[src/rtl/rv32i_rf_pkg.sv]
// Shared constants and types for the rv32i register file with scoreboard.
package rv32i_rf_pkg;

  localparam int RF_XLEN  = 32;
  localparam int RF_NREGS = 32;

  typedef logic [4:0] reg_addr_t;

  typedef enum logic [4:0] {
    ZERO, RA, SP, GP, TP, T0, T1, T2,
    S0, S1, A0, A1, A2, A3, A4, A5,
    A6, A7, S2, S3, S4, S5, S6, S7,
    S8, S9, S10, S11, T3, T4, T5, T6
  } reg_abi_e;

endpackage

[src/rtl/rv32i_rf_read_port.sv]
// One asynchronous read port: address mux, x0 forcing and, when RF_BYPASS_EN
// is defined, same-cycle writeback forwarding.
module rv32i_rf_read_port
  import rv32i_rf_pkg::*;
#(
  parameter int XLEN  = RF_XLEN,
  parameter int NREGS = RF_NREGS,
  parameter int AW    = $clog2(NREGS)
) (
  input  logic [AW-1:0]    addr,
  input  logic [XLEN-1:0]  regs [NREGS],
  input  logic [NREGS-1:0] busy_vec,
`ifdef RF_BYPASS_EN
  input  logic             wb_act,
  input  logic [AW-1:0]    wb_reg,
  input  logic [XLEN-1:0]  wb_data,
  input  logic             iss_set,
  input  logic [AW-1:0]    iss_reg,
`endif
  output logic [XLEN-1:0]  rd_data,
  output logic             rd_busy
);

  always_comb begin
    rd_data = regs[addr];
    rd_busy = busy_vec[addr];
`ifdef RF_BYPASS_EN
    // A same-cycle issue to the forwarded register keeps it pending.
    if (wb_act && (wb_reg == addr)) begin
      rd_data = wb_data;
      rd_busy = iss_set && (iss_reg == addr);
    end
`endif
    if (addr == '0) begin
      rd_data = '0;
      rd_busy = 1'b0;
    end
  end

endmodule

[src/rtl/rv32i_regfile_sb.sv]
// Multi-read-port integer register file with an integrated pending-write
// scoreboard. Optional same-cycle read bypass under macro RF_BYPASS_EN.
module rv32i_regfile_sb
  import rv32i_rf_pkg::*;
#(
  parameter int XLEN  = RF_XLEN,
  parameter int NREGS = RF_NREGS,
  parameter int NRD   = 2,
  localparam int AW   = $clog2(NREGS),
  localparam int CW   = $clog2(NREGS + 1)
) (
  input  logic              clk,
  input  logic              reset,
  input  logic [NRD*AW-1:0] rd_addr,
  output logic [NRD*XLEN-1:0] rd_data,
  output logic [NRD-1:0]    rd_busy,
  input  logic              wb_enable,
  input  logic [AW-1:0]     wb_reg,
  input  logic [XLEN-1:0]   wb_data,
  input  logic              iss_valid,
  input  logic [AW-1:0]     iss_reg,
  output logic              iss_ready,
  output logic [NREGS-1:0]  busy_vec,
  output logic [CW-1:0]     busy_cnt
);

  logic [XLEN-1:0]  regs_q [NREGS];
  logic [XLEN-1:0]  regs_d [NREGS];
  logic [NREGS-1:0] busy_q, busy_d;
  logic [CW-1:0]    busy_cnt_q, busy_cnt_d;
  logic             wb_act, iss_set, cnt_inc, cnt_dec;

  always_comb begin
    iss_ready = (iss_reg == '0) || !busy_q[iss_reg] || (wb_enable && (wb_reg == iss_reg));
    wb_act    = wb_enable && (wb_reg != '0);
    iss_set   = iss_valid && iss_ready && (iss_reg != '0);

    regs_d = regs_q;
    busy_d = busy_q;
    if (wb_act) begin
      regs_d[wb_reg] = wb_data;
      busy_d[wb_reg] = 1'b0;
    end
    // Issue is applied after writeback so it wins the busy bit.
    if (iss_set) busy_d[iss_reg] = 1'b1;

    cnt_inc    = iss_set && !busy_q[iss_reg];
    cnt_dec    = wb_act && busy_q[wb_reg] && !(iss_set && (iss_reg == wb_reg));
    busy_cnt_d = busy_cnt_q + CW'(cnt_inc) - CW'(cnt_dec);
  end

  always_ff @(posedge clk) begin
    if (reset) begin
      regs_q     <= '{default: '0};
      busy_q     <= '0;
      busy_cnt_q <= '0;
    end else begin
      regs_q     <= regs_d;
      busy_q     <= busy_d;
      busy_cnt_q <= busy_cnt_d;
    end
  end

  assign busy_vec = busy_q;
  assign busy_cnt = busy_cnt_q;

  for (genvar k = 0; k < NRD; k++) begin : g_rd
    rv32i_rf_read_port #(
      .XLEN (XLEN),
      .NREGS(NREGS),
      .AW   (AW)
    ) u_port (
      .addr    (rd_addr[k*AW +: AW]),
      .regs    (regs_q),
      .busy_vec(busy_q),
`ifdef RF_BYPASS_EN
      .wb_act  (wb_act),
      .wb_reg  (wb_reg),
      .wb_data (wb_data),
      .iss_set (iss_set),
      .iss_reg (iss_reg),
`endif
      .rd_data (rd_data[k*XLEN +: XLEN]),
      .rd_busy (rd_busy[k])
    );
  end

endmodule

[config.mk]
export PLATFORM = sky130hd
export DESIGN_NAME = rv32i_regfile_sb
export DESIGN_NICKNAME = d
export VERILOG_FILES = /design/src/rtl/rv32i_rf_pkg.sv /design/src/rtl/rv32i_rf_read_port.sv /design/src/rtl/rv32i_regfile_sb.sv
export SDC_FILE = /design/constraint.sdc
export NUM_CORES = 2
export LEC_CHECK = 0
export CAP_MARGIN = 20
export CORE_MARGIN = 2
export CORE_UTILIZATION = 39
export DETAILED_ROUTE_END_ITERATION = 7
export PLACE_DENSITY = 0.67
export SYNTH_ARGS = -nofsm -noshare
export SYNTH_HDL_FRONTEND = slang
export SYNTH_SLANG_ARGS = --single-unit
[constraint.sdc]
create_clock -name clk -period 3.8 [get_ports clk]
set_input_delay 0.95 -clock clk [delete_from_list [all_inputs] [get_ports clk]]
set_output_delay 0.95 -clock clk [all_outputs]
set_load 0.02 [all_outputs]
==> impl_summary.txt <==
----------------------------------------------------
[Critical path]
  Worst EP required ... approximately 2.9 ns
  R2R setup slack ... 0.70 ns
  Type of the worst setup path ... in2out
  Largest fanout on the critical path ... 6
  Setup crit end kind ... primary output
  Critical path data arrival time ... 2.98 ns
  Cell family with most CP delay ... multiplexers
  Critical path launch point type ... primary input
  Buffers & Inverters on Critical Path ... 7
  Slowest Stage Delay on Critical Path ... 0.54 ns
  Worst-path cell with the longest stage delay ... sky130_fd_sc_hd__mux4_2
  Cell breakdown of the critical path ... buf_16 -> buf_16 -> buf_12 -> buf_12 -> buf_4 -> mux4_2 -> mux4_2 -> inv_4 -> o21ai_4 -> buf_6

[Yosys]
  Synth area leader ... sky130_fd_sc_hd__dfxtp_1
  Post-synth cell types ... 53
  Count of warnings emitted by yosys ... 0
  Post-synth top flop ... sky130_fd_sc_hd__dfxtp_1
  Proportion of synthesized flip-flops having asynchronous set or reset ... 0%
  Syn_area_per_cell ... 9.308 sq um
  Sequential cell area fraction in the yosys report ... 39.35%
  Cells after synthesis ... 5804
  Cell with the most instances after synthesis ... sky130_fd_sc_hd__nand2_1
  Most used standard cells in the synthesized netlist ... 2119 x sky130_fd_sc_hd__nand2_1, 1062 x sky130_fd_sc_hd__dfxtp_1, 996 x sky130_fd_sc_hd__a21oi_1
  Post-synth EDFFs ... 0
  Top-area cell type share of the netlist area ... between 30% and 40%
  Synthesized Nets ... ~6000
  Number of synthesized register bits ... 1062
  Main area contributors after synthesis ... sky130_fd_sc_hd__dfxtp_1 39%, sky130_fd_sc_hd__mux4_2 28%, sky130_fd_sc_hd__nand2_1 15%
  Cell area after synthesis ... roughly 54000 sq um

[Detailed routing]
  ANT nets after route ... 0
  Vias per cell ... ~6.3
  Drt initial violations ... between 7000 and 8000
  Number of iterations in the first detailed-routing pass ... 6
  WL final ... roughly 220 mm
  Routed wirelength normalized by instance count ... 27.70 um
  DR DRC count ... 0
  Detailed-route via count ... 49990

[Placement]
  Global placement routability congestion ... slightly above 0.9
  Place WS ... -0.6826 ns
  Dpl hpwl ... around 130 mm
  PortBufs ... between 150 and 200

[Global routing]
  Total routing usage reported by global routing ... a little under a third
  Initial antenna violation count ... 12
  Number of global-route vias before repair ... 49010
  Global route overflow ... 0
  Global-route wire length before repair ... 320.5 mm
  Pin count of the biggest net entering global routing ... between 200 and 250

[CTS]
  Latest clock arrival within the worst-skew pair ... around 0.76 ns
  Clock transition time at the flip-flop clock pins of the worst setup and hold paths ... 0.06 ns
  Clock tree from TritonCTS ... built
  Num CTS Buffers ... 112
  Maximum clock path buffer count ... 3
  CTS sink cnt ... 1062
  Number of buffers inserted for hold repair after clock tree synthesis ... 0
  Root Driver ... sky130_fd_sc_hd__clkbuf_16
  H-tree levels ... 3

[Timing]
  Final Skew ... 0.009166 ns
  Worst max-slew margin expressed relative to the limit ... about a fifth
  Setup-failing EPs final ... 48
  Min cycle time layout ... ~3.9 ns
  Final period util ... 103.3%
  Slew of the pin with the lowest slew margin ... roughly 1.2 ns
  Final worst slack ... -0.1262 ns
  RSZ-0062 raised after global routing ... true
  Number of max-slew violations in the final report ... 0
  Total count of hold-check failures in the final report ... 0
  Upper clock frequency limit ... 0.2547 GHz

[Power]
  Worst IR drop on VDD ... approximately 0.00044 V
  Post-layout total power ... around 0.026 W
  P per Cell Area ... about 380 nW/um^2
  Leakage ... ~23 nW

[Die]
  Total Die Area ... 141500 sq um
  Area of the core ... about 140000 sq um
  Die height ... roughly 380 um
  Placement row count ... between 100 and 150
  Initial core utilization ... 39.29%
  Horizontal die dimension ... between 300 and 400 um
  Boundary Pins ... 161

[Hold path]
  Path category of the worst min-delay check ... reg2reg

[Layout]
  Share of post-route cells with drive strength above 1 ... about 29%
  Final design utilization ... between 40% and 50%
  Final net count ... 6160
  Synth-to-Final Area Change ... 25.70%

[Job]
  Max capacitance violation total ... 0

[Run status]
  Violations in the final reports ... negative setup slack
  Status ... finished with violations

----------------------------------------------------
==> tightest hold or removal path, delay by kind of cell, from the launching register on <==
family,cells,cell delay (ns)
AO/OA/AOI/OAI,1,0.05
AND/OR/NAND/NOR,1,0.05
flip-flops,1,0.31
==> area by class of cell <==
cell class	count	area (sq um)
inverter	80	310.3
sequential	1062	21260
tap	1794	2245
fill	12110	69580
antenna	5	12.51
clock buffer	157	3273
timing repair buffer	764	9169
multi-input combinational	4077	30870
clock inverter	50	770.7
==> where the power goes <==
group	internal [W]	switching, W	total (W)	leakage (nW)
registers	0.0112	0.0000754	0.0113	8.56
clock network	0.00710	0.00498	0.0121	1.99
logic	0.00119	0.00150	0.00269	12.2
total	0.0195	0.00655	0.0261	22.8
==> routing by layer <==
layer  vias to the layer above  GRT usage (%)  part of all wire, %  routed length, um
met5                         -         0.6861                0.050                110
met4                         8          20.08                  7.9              17560
met3                      1081          9.639                   14              32060
met2                      3889          45.82                   44              96890
met1                     24120          37.38                   34              74630
li1                      20890              -                    -                  -
==> sequential cells by signal, summed over array words and instances (netlist names) <==
name,count
busy_cnt,6
regs_q,1024
busy_vec,32
==> per-stage QoR <==
| step | std cells | TNS (ns) | area [sq um] | hold WS, ns |
|---|---|---|---|---|
| 3_3_place_gp | 7633 | -35.26 | 60730 | 0.4488 |
| 3_5_place_dp | 7633 | -35.81 | 60730 | 0.4567 |
| 5_1_grt | 7985 | -3.145 | 67900 | 0.4808 |
| 6_report | 7989 | -2.392 | 67910 | 0.4620 |
| 2_1_floorplan | 5804 | 0 | 54020 | 0.4429 |
| 4_1_cts | 7948 | -2.180 | 67200 | 0.4648 |
==> cells in the final DEF (no fill, tap or decap), types with 5 or more instances in the layout <==
master	netlist	final
sky130_fd_sc_hd__a21oi_1	996	996
sky130_fd_sc_hd__buf_12	0	143
sky130_fd_sc_hd__buf_16	0	35
sky130_fd_sc_hd__buf_2	85	9
sky130_fd_sc_hd__buf_4	36	383
sky130_fd_sc_hd__buf_6	21	81
sky130_fd_sc_hd__buf_8	0	14
sky130_fd_sc_hd__bufbuf_16	0	8
sky130_fd_sc_hd__bufinv_16	0	16
sky130_fd_sc_hd__clkbuf_1	430	16
sky130_fd_sc_hd__clkbuf_16	0	122
sky130_fd_sc_hd__clkbuf_8	0	28
sky130_fd_sc_hd__clkdlybuf4s50_1	0	77
sky130_fd_sc_hd__clkinv_2	0	22
sky130_fd_sc_hd__dfxtp_1	1062	1062
sky130_fd_sc_hd__diode_2	0	5
sky130_fd_sc_hd__ha_1	6	6
sky130_fd_sc_hd__inv_1	73	39
sky130_fd_sc_hd__inv_2	6	36
sky130_fd_sc_hd__mux2i_1	13	13
sky130_fd_sc_hd__mux4_2	668	668
sky130_fd_sc_hd__nand2_1	2119	2040
sky130_fd_sc_hd__nand2_2	0	75
sky130_fd_sc_hd__nand3_1	14	14
sky130_fd_sc_hd__nand3b_1	7	7
sky130_fd_sc_hd__nor2_1	47	16
sky130_fd_sc_hd__nor2_4	0	31
sky130_fd_sc_hd__nor2b_1	36	36
sky130_fd_sc_hd__o21ai_1	74	13
sky130_fd_sc_hd__o21ai_2	0	27
sky130_fd_sc_hd__o21ai_4	0	34
sky130_fd_sc_hd__o22ai_1	19	19
sky130_fd_sc_hd__xor2_1	7	7
==> path summary, 6_finish.rpt <==
path | from | to | cells after the start
worst min register to register | regs_q[979] | regs_q[979] | 2
worst min-delay path | regs_q[979] | regs_q[979] | 2
worst max register to register | busy_vec[27] | busy_cnt[5] | 14
worst max-delay path | rd_addr[5] | rd_data[53] | 10
==> logic make-up (layout without fill, tap and decap cells) <==
logic type               after synthesis  count (layout)  share of synthesized area, %
AND/OR/NAND/NOR                     2261            2261                         16.25
other                                  0               5                             0
adder cells (fa/ha/maj)                7               7                        0.1760
flip-flops                          1062            1062                         39.35
XOR/XNOR                               9               9                        0.1459
buffers and inverters                665            1051                         5.359
AO/OA/AOI/OAI                       1116            1116                         10.56
multiplexers                         684             684                         28.15
==> what timing repair did <==
action                                  in CTS  in global routing
pin swaps                                   10                 12
resized for setup                          553                112
endpoints found under the setup margin      67                 63
cloned                                      25                  8
buffers inserted                            85                 40
No activity file was read; power rests on OpenSTA's default activity.
